File: config.mk
export PLATFORM = sky130hd
export DESIGN_NAME = periph_interconnect
export DESIGN_NICKNAME = d
export VERILOG_FILES = /design/src/rtl/periph_interconnect.sv
export SDC_FILE = /design/constraint.sdc
export NUM_CORES = 1
export LEC_CHECK = 0
export ABC_CLOCK_PERIOD_IN_PS = 2500
export CAP_MARGIN = 20
export CORE_ASPECT_RATIO = 1.25
export CORE_MARGIN = 3
export CORE_UTILIZATION = 30
export DETAILED_ROUTE_END_ITERATION = 16
export GPL_ROUTABILITY_DRIVEN = 0
export PLACE_DENSITY = 0.73
export SETUP_SLACK_MARGIN = 0.2
export SLEW_MARGIN = 30
export SYNTH_ARGS = -nofsm -noshare
export SYNTH_HDL_FRONTEND = slang
export SYNTH_SLANG_ARGS = --single-unit
File: constraint.sdc
create_clock -name clk_i -period 2.5 [get_ports clk_i]
set_input_delay 0.375 -clock clk_i [delete_from_list [all_inputs] [get_ports clk_i]]
set_output_delay 0.375 -clock clk_i [all_outputs]
set_load 0.1 [all_outputs]
File: src/rtl/periph_interconnect.sv
// Routes core load/store traffic to a stalling data memory or to a set of ready-handshake
// peripheral slots; a peripheral wait ends on ready or after TIMEOUT cycles in PER_WAIT.
module periph_interconnect #(
    parameter int NUM_PERIPH  = 4,
    parameter int MEM_LATENCY = 1,
    parameter int TIMEOUT     = 15
) (
    input  logic                    clk_i,
    input  logic                    rst_i,
    input  logic                    wen_i,
    input  logic                    ren_i,
    input  logic [3:0]              stb_i,
    input  logic [31:0]             inst_addr_i,
    input  logic [31:0]             data_addr_i,
    input  logic [31:0]             wdata_i,
    output logic [31:0]             rdata_o,
    output logic                    stall_o,
    output logic                    err_o,
    output logic [31:0]             mem_addr_o,
    output logic                    mem_wen_o,
    output logic [3:0]              mem_stb_o,
    input  logic [31:0]             mem_rdata_i,
    output logic [NUM_PERIPH-1:0]   p_sel_o,
    output logic                    p_wen_o,
    output logic [11:0]             p_addr_o,
    input  logic [32*NUM_PERIPH-1:0] p_rdata_i,
    input  logic [NUM_PERIPH-1:0]   p_ready_i
);

    typedef enum logic [1:0] {
        IDLE     = 2'd0,
        MEM_WAIT = 2'd1,
        PER_WAIT = 2'd2,
        DONE     = 2'd3
    } state_e;

    state_e      state_q, state_d;
    logic [7:0]  cnt_q, cnt_d;
    logic [31:0] rdata_q, rdata_d;
    logic [31:0] addr_q, addr_d;
    logic        err_q, err_d;
    logic        wen_q, wen_d;
    logic [11:0] paddr_q, paddr_d;
    logic [2:0]  idx_q, idx_d;

    logic         req_s;
    logic         is_per_s;
    logic [3:0]   slot_s;
    logic [3:0]   slot_m1_s;
    logic         mapped_s;
    logic [2:0]   idx_s;
    logic [2:0]   cur_idx_s;
    logic [255:0] prd_ext_s;
    logic [7:0]   rdy_ext_s;
    logic [31:0]  slot_rdata_s;
    logic         slot_ready_s;
    logic         unused_s;

    function automatic logic [NUM_PERIPH-1:0] slot_onehot(input logic [2:0] idx);
        logic [7:0] oh;
        oh = 8'd1 << idx;
        return oh[NUM_PERIPH-1:0];
    endfunction

    assign req_s     = wen_i | ren_i;
    assign is_per_s  = data_addr_i[31];
    assign slot_s    = data_addr_i[15:12];
    assign slot_m1_s = slot_s - 4'd1;
    assign mapped_s  = (slot_s != 4'd0) && (slot_s <= 4'(NUM_PERIPH));
    assign idx_s     = slot_m1_s[2:0];
    assign mem_stb_o = stb_i;
    assign unused_s  = ^{data_addr_i[30:16], slot_m1_s[3], wdata_i};

    // Widen the peripheral buses to eight slots and select the addressed one.
    always_comb begin
        prd_ext_s = 256'd0;
        rdy_ext_s = 8'd0;
        prd_ext_s[32*NUM_PERIPH-1:0] = p_rdata_i;
        rdy_ext_s[NUM_PERIPH-1:0]    = p_ready_i;
        cur_idx_s    = (state_q == PER_WAIT) ? idx_q : idx_s;
        slot_rdata_s = prd_ext_s[{cur_idx_s, 5'b00000} +: 32];
        slot_ready_s = rdy_ext_s[cur_idx_s];
    end

    // Next-state and datapath register update.
    always_comb begin
        state_d = state_q;
        cnt_d   = cnt_q;
        rdata_d = rdata_q;
        addr_d  = addr_q;
        err_d   = err_q;
        wen_d   = wen_q;
        paddr_d = paddr_q;
        idx_d   = idx_q;
        case (state_q)
            IDLE: begin
                err_d = 1'b0;
                if (!req_s) begin
                    state_d = IDLE;
                end else if (!is_per_s) begin
                    addr_d  = data_addr_i;
                    cnt_d   = 8'(MEM_LATENCY - 1);
                    state_d = MEM_WAIT;
                end else if (!mapped_s) begin
                    rdata_d = 32'd0;
                    err_d   = 1'b1;
                    state_d = DONE;
                end else begin
                    wen_d   = wen_i;
                    paddr_d = data_addr_i[11:0];
                    idx_d   = idx_s;
                    cnt_d   = 8'd0;
                    // Ready already present in the request cycle completes at once.
                    if (slot_ready_s) begin
                        rdata_d = slot_rdata_s;
                        state_d = DONE;
                    end else begin
                        state_d = PER_WAIT;
                    end
                end
            end
            MEM_WAIT: begin
                if (cnt_q == 8'd0) begin
                    rdata_d = mem_rdata_i;
                    state_d = DONE;
                end else begin
                    cnt_d = cnt_q - 8'd1;
                end
            end
            PER_WAIT: begin
                if (slot_ready_s) begin
                    rdata_d = slot_rdata_s;
                    state_d = DONE;
                end else if (cnt_q == 8'(TIMEOUT - 1)) begin
                    rdata_d = 32'd0;
                    err_d   = 1'b1;
                    state_d = DONE;
                end else begin
                    cnt_d = cnt_q + 8'd1;
                end
            end
            DONE: begin
                cnt_d   = 8'd0;
                state_d = IDLE;
            end
            default: begin
                state_d = IDLE;
            end
        endcase
    end

    // Core and bus outputs; reset forces the quiet state regardless of requests.
    always_comb begin
        rdata_o    = 32'd0;
        stall_o    = 1'b0;
        err_o      = 1'b0;
        mem_addr_o = inst_addr_i;
        mem_wen_o  = 1'b0;
        p_sel_o    = '0;
        p_wen_o    = 1'b0;
        p_addr_o   = data_addr_i[11:0];
        if (rst_i) begin
            case (state_q)
                IDLE: begin
                    if (!req_s) begin
                        stall_o = 1'b0;
                    end else if (!is_per_s) begin
                        stall_o    = 1'b1;
                        mem_addr_o = data_addr_i;
                        mem_wen_o  = wen_i;
                    end else if (mapped_s) begin
                        stall_o = 1'b1;
                        p_sel_o = slot_onehot(idx_s);
                        p_wen_o = wen_i;
                    end else begin
                        stall_o = 1'b1;
                    end
                end
                MEM_WAIT: begin
                    stall_o    = 1'b1;
                    mem_addr_o = addr_q;
                end
                PER_WAIT: begin
                    stall_o  = 1'b1;
                    p_sel_o  = slot_onehot(idx_q);
                    p_wen_o  = wen_q;
                    p_addr_o = paddr_q;
                end
                DONE: begin
                    rdata_o = rdata_q;
                    err_o   = err_q;
                end
                default: begin
                    stall_o = 1'b0;
                end
            endcase
        end else begin
            stall_o = 1'b0;
        end
    end

    // State registers with asynchronous active-low reset.
    always_ff @(posedge clk_i or negedge rst_i) begin
        if (!rst_i) begin
            state_q <= IDLE;
            cnt_q   <= 8'd0;
            rdata_q <= 32'd0;
            addr_q  <= 32'd0;
            err_q   <= 1'b0;
            wen_q   <= 1'b0;
            paddr_q <= 12'd0;
            idx_q   <= 3'd0;
        end else begin
            state_q <= state_d;
            cnt_q   <= cnt_d;
            rdata_q <= rdata_d;
            addr_q  <= addr_d;
            err_q   <= err_d;
            wen_q   <= wen_d;
            paddr_q <= paddr_d;
            idx_q   <= idx_d;
        end
    end

endmodule

==> results.cfg, run 1 <==
[route]
wl_um = 27100
drc_errors = 0
ant_nets = 0
dr.pass1.iters = 4
post_drt_wl_per_cell_um = 21.2
routed_via_density = 5.24
via_count = 6692
drtIter0Drc = 217

[placement]
hpwl_um = 18700
postPlaceCellArea_sq_um = 11700
pre_cts_ws_ns = -0.480
port_buffers = 315

[critical_path]
critical_path_arrival_ns = 2.16
cp.required_ns = 2.12
cp-startpoint = state_q[1]$_DFFE_PN0P_
r2r_start = state_q[1]$_DFFE_PN0P_
startpoint_type = flop
worstReg2RegEnd = rdata_q[14]$_DFFE_PN0P_
crit_fanout = 8
reg2reg_depth = 10
path_class = flop to primary output
r2r_slack_ns = -0.01
end_kind = primary output

[synthesis]
yosysTopAreaCell = dfrtp_1
synthTopCellsByArea = dfrtp_1 (35%), mux2_2 (14%), mux4_2 (12%), nand2_1 (5.1%), a32o_1 (5.0%)
ys.flop_type = dfrtp_1
synth_edf_count = 0
synthTopCellsByCount = dfrtp_1 (90), nand2_1 (86), mux2_2 (78)
synth_warnings = 0
syn-instance-count = 616
yosys.cell_count.top_type = dfrtp_1
ys_seq_elements = 90
synth.cell_area_sq_um = 6390
syn_nets = 902
yosysTopAreaCellShare_pct = 35.3
synth_cell_type_count = 51
avgSynthCellArea_sq_um = 10.4
yosysSeqAreaShare_pct = 35.3
async_flop_share_pct = 100

[finish]
final_area_sq_um = 13300
fin_nets = 1285
area_delta_synth_final_pct = 108
layout-drive-gt1-share_pct = 45.9
antenna_cells = 0
utilization_pct = 63.7

[floorplanning]
core_area_sq_um = 20900
die-width_um = 137
initial_utilization_pct = 30.6
dieArea_sq_um = 23100
pin_count = 356
rows = 59
die_height_um = 169

[global_route]
grt_antenna_before_repair = 0
grt_overflow = 0
grt_start_max_net_pins = 80
grt_first_pass_wirelength_um = 37600
grtUsageTotal_pct = 21.1
grt_pass1_vias = 6904

[clocking]
numCtsBuffers = 9
cts.sinks = 90
path_clk_slew_ns = 0.07
worst_skew_pair.late_latency_ns = 0.35
cts_buffer_depth = 2
cts_tree = yes
htree_num_levels = 3
root_buffer = clkbuf_16

[worst_hold_path]
hp-class = primary input to async pin

[sta]
setup_viol = 15
slew_viol_final = 0
max_slew_margin_pct = 66.2
hold_viol = 0
finalClockSkew_ns = 0.0107
max_freq_ghz = 0.394
tightestPinTransition_ns = 0.506
tns_ns = -0.120
rsz0062_at_grt = true
min_period_over_period_pct = 101
finalWorstSetupSlack_ns = -0.0368
final.min_clock_period_ns = 2.54

[power_and_ir_drop]
ir_drop_mv = 0.661
p_leak_uw = 0.00558
powerDensity_nw_per_um2 = 1250

[status]
violations = setup timing
status = finished with violations

[run]
drv_cap = 0
==> registers in the layout, summed over array words and instances (netlist names) <==
register,cells
paddr_q,12
state_q,2
err_q,1
rdata_q,32
idx_q,3
addr_q,31
wen_q,1
cnt_q,8
==> layout make-up <==
type | instances | area [sq um]
Clock buffer | 10 | 239
Sequential cell | 90 | 2250
Fill cell | 1544 | 7580
Clock inverter | 6 | 95.1
Inverter | 21 | 111
Timing Repair Buffer | 425 | 5350
Tap cell | 274 | 343
Multi-Input combinational cell | 452 | 4920
==> how the worst max path moves through the flow <==
stage	to	slack, ns	depth (start not counted)
after floorplan	p_sel_o[3]	-0.03	9
after global placement	rdata_q[0]$_DFFE_PN0P_	-0.42	9
after detailed placement	rdata_q[0]$_DFFE_PN0P_	-0.48	9
after CTS	p_sel_o[1]	-0.004	9
after global routing	mem_addr_o[21]	-0.12	11
final	mem_addr_o[21]	-0.04	11
==> power breakdown <==
part	internal [uW]	leakage [uW]	switching (uW)
sequential	2090	0.00113	428
clock	917	0.000164	641
combinational	6010	0.00428	6590
==> layer usage <==
metal | track usage (%) | vias up | share of wire (%)
met3 | 5.19 | 27 | 7.2
met4 | 5.39 | 0 | 1.6
met5 | 0 | - | 0
met1 | 23.6 | 3276 | 37
li1 | - | 3093 | -
met2 | 39.4 | 296 | 54
==> cell families after synthesis <==
| kind of cell | after synthesis | share of synthesized area [%] |
|---|---|---|
| adders and majority gates | 18 | 3.53 |
| buffers and inverters | 74 | 5.15 |
| AOI/OAI and AO/OA | 144 | 16.6 |
| DFF | 90 | 35.3 |
| xor gates and xnor gates | 5 | 0.686 |
| and+or+nand+nor | 172 | 12.9 |
| muxes | 113 | 25.9 |
==> timing repair <==
action / 4_1_cts / 5_1_grt
pin swaps: 18 / 32
setup buffers: 15 / 14
gates cloned: 7 / 8
setup endpoints to repair: 88 / 124
endpoints found under the hold margin: 6 / 0
hold buffers: 1 / 0
gates resized for setup: 97 / 70
==> layout by cell type (no fill, tap or decap), drive strengths merged, types with 4 or more instances in the layout <==
master,count
a21oi,11
a22oi,33
a32o,32
and3,33
buf,190
clkbuf,16
clkdlybuf4s50,227
dfrtp,90
ha,18
inv,24
mux2,78
mux4,34
nand2,87
nand2b,7
nand3,4
nand4,4
nor2,17
nor3,6
o21ai,47
==> stage by stage <==
step / std cells / hold slack [ns] / total power (uW)
floorplan: 616 / 0.0794 / 9720
global placement: 1217 / 0.244 / 12800
detailed placement: 1217 / 0.242 / 13000
CTS: 1256 / 0.151 / 15700
global route: 1278 / 0.206 / 17500
finish: 1278 / 0.178 / 16700
==> critical path: stages (launching register included) <==
cell and delay [ns]:
dfrtp_1 0.38, buf_6 0.13, inv_6 0.04, ha_4 0.17
buf_6 0.12, o21ai_4 0.11, nand2b_4 0.20, buf_12 0.14
buf_16 0.15, nand2_2 0.09, o21ai_4 0.08, buf_12 0.19
No activity file was read; power rests on OpenSTA's default activity.
==> run 2: changes to the inputs <==
--- a/config.mk
+++ b/config.mk
@@ -5,14 +5,14 @@
 export SDC_FILE = /design/constraint.sdc
 export NUM_CORES = 1
 export LEC_CHECK = 0
-export ABC_CLOCK_PERIOD_IN_PS = 2500
+export ABC_CLOCK_PERIOD_IN_PS = 3000
 export CAP_MARGIN = 20
 export CORE_ASPECT_RATIO = 1.25
 export CORE_MARGIN = 3
 export CORE_UTILIZATION = 30
 export DETAILED_ROUTE_END_ITERATION = 16
 export GPL_ROUTABILITY_DRIVEN = 0
-export PLACE_DENSITY = 0.73
+export PLACE_DENSITY = 0.7
 export SETUP_SLACK_MARGIN = 0.2
 export SLEW_MARGIN = 30
 export SYNTH_ARGS = -nofsm -noshare
==> constraint.sdc (replaced) <==
create_clock -name clk_i -period 3 [get_ports clk_i]
set_input_delay 0.45 -clock clk_i [delete_from_list [all_inputs] [get_ports clk_i]]
set_output_delay 0.45 -clock clk_i [all_outputs]
set_load 0.1 [all_outputs]
==> run 2 against run 1 <==
Effect of this change:
- the run now ends clean
- combinational power down 33%
- largest power group unchanged
- via count shrank 4.2%
- wire length down 13%
- sequential share of layout area is 2.2 points higher
- core utilization shrank 7.5 points
- first-iteration DRC count shrank 1.8%
- critical path type is now primary input to primary output
==> results.cfg, run 2 (synthesis results as in run 1) <==
[finish]
final_area_sq_um = 11800
regArea_sq_um = 2250
fin_nets = 1220
fin_cells = 1213
top_regs = rdata_q (32), addr_q (31), paddr_q (12)
antenna_cells = 0
multi_input_area_sq_um = 4320
layout_commonest_cell = clkdlybuf4s50_1
layout-drive-gt1-share_pct = 34.6
area_delta_synth_final_pct = 84.1
largest_reg_flops = 32
fill_cells = 1720
mostFrequentLayoutCells = clkdlybuf4s50_1 (227), buf_12 (92), dfrtp_1 (90), nand2_1 (85), mux2_2 (78)
largest-register = rdata_q

[route]
drtIter0Drc = 213
dr.pass1.iters = 4
post_drt_wl_per_cell_um = 19.5
via_count = 6413
drc_errors = 0
ant_nets = 0
routed_via_density = 5.29
wl_um = 23700

[sta]
min_period_over_period_pct = 90.5
finalClockSkew_ns = 0.0150
rsz0062_at_grt = true
hold_viol = 0
slew_viol_final = 0
hold_slack_ns = 0.0109
max_slew_margin_pct = 68.1
finalWorstSetupSlack_ns = 0.286
max_freq_ghz = 0.368
final.min_clock_period_ns = 2.71
setup_viol = 0
tightestPinTransition_ns = 0.478

[global_route]
grt_overflow = 0
grt_first_pass_wirelength_um = 36000
grtUsageTotal_pct = 19.9
grt_start_max_net_pins = 69
grt_pass1_vias = 6800
grt_antenna_before_repair = 0

[critical_path]
critPathSlowestCell = or3_4
crit_fanout = 5
path_class = primary input to primary output
crit_top_cell = nor2_4
startpoint_type = primary input
cpPeakStageDelay_ns = 0.35
reg2reg_depth = 8
critical_path_arrival_ns = 2.26
worstReg2RegEnd = cnt_q[0]$_DFFE_PN0P_
end_kind = primary output
r2r_slack_ns = 0.33
r2r_start = state_q[0]$_DFFE_PN0P_
cp.required_ns = 2.55
cp_cell_sequence = clkdlybuf4s15_1 -> inv_2 -> ha_4 -> xor2_2 -> or2_4 -> or3_4 -> nor2_4 -> a22oi_2 -> nor2_4 -> buf_12

[clocking]
cts_buffer_depth = 2
worst_skew_pair.late_latency_ns = 0.35
hold_buffers = 0
htree_num_levels = 3
cts_tree = yes
cts.sinks = 90
root_buffer = clkbuf_16
numCtsBuffers = 9
path_clk_slew_ns = 0.07

[power_and_ir_drop]
powerDensity_nw_per_um2 = 986
finalPower_uw = 11600
ir_drop_mv = 0.568
p_leak_uw = 0.00485

[floorplanning]
initial_utilization_pct = 30.6
rows = 59
die_height_um = 169
core_area_sq_um = 20900
pin_count = 356
die-width_um = 137
dieArea_sq_um = 23100

[run]
drv_cap = 0

[status]
status = finished clean

[placement]
pre_cts_ws_ns = -0.114
hpwl_um = 18400
place_inst = 1191
postPlaceCellArea_sq_um = 11300
port_buffers = 315

[worst_hold_path]
hp-class = primary input to async pin
run 2: cell types whose count changed in the layout (fill, tap and decap cells not counted), sizes merged, moves of 2 or more:
| cell | change |
|---|---|
| clkdlybuf4s15 | +2 |
| buf | -61 |
| clkinvlp | +2 |
| bufinv | -2 |
| clkbuf | -7 |
run 2: final cells by class:
| type | count | share of cell area (%) |
|---|---|---|
| sequential | 90 | 19.2 |
| multi-input combinational | 452 | 36.8 |
| clock inverter | 7 | 0.585 |
| clock buffer | 9 | 1.92 |
| timing repair buffer | 360 | 38.0 |
| tap | 274 | 2.92 |
| inverter | 21 | 0.670 |
run 2: critical path: cells and delay by family:
kind,cells,cell delay (ns)
and+or+nand+nor,4,0.91
buffers and inverters,3,0.45
adders and majority gates,1,0.17
xor gates and xnor gates,1,0.17
AOI/OAI and AO/OA,1,0.12
run 2: through the flow:
step	utilization (%)	TNS, ns
global placement	54.2	-1.73
floorplan	-	-0.193
finish	56.3	0
detailed placement	54.2	-2.66
global route	56.3	0
CTS	55.9	0
run 2: worst max path at each step:
| stage | from | endpoint | slack (ns) | cells past startpoint |
|---|---|---|---|---|
| 6_report | data_addr_i[13] | p_sel_o[1] | 0.29 | 10 |
| 2_1_floorplan | state_q[0]$_DFFE_PN0P_ | mem_addr_o[11] | -0.11 | 8 |
| 3_5_place_dp | data_addr_i[12] | rdata_q[17]$_DFFE_PN0P_ | -0.11 | 8 |
| 3_3_place_gp | data_addr_i[12] | rdata_q[11]$_DFFE_PN0P_ | -0.07 | 8 |
| 5_1_grt | state_q[1]$_DFFE_PN0P_ | p_sel_o[1] | 0.20 | 8 |
| 4_1_cts | state_q[0]$_DFFE_PN0P_ | mem_addr_o[26] | 0.20 | 8 |
run 2: repair_timing:
action / 4_1_cts / 5_1_grt
setup buffers: 2 / 2
pin swaps: 4 / 7
endpoints found under the setup margin: 25 / 45
gates cloned: 1 / 0
gates resized for setup: 11 / 10
run 2: per-layer routing:
layer | global-route usage, % | part of all wire (%)
met4 | 7.80 | 3.6
met1 | 22.7 | 37
met2 | 35.6 | 51
met3 | 5.04 | 8.4
met5 | 0 | 0
run 2: report_power, final:
part / internal (uW) / switching (uW) / leakage (uW)
Sequential: 1740 / 316 / 0.00113
Clock: 588 / 566 / 0.000140
Combinational: 3640 / 4740 / 0.00358
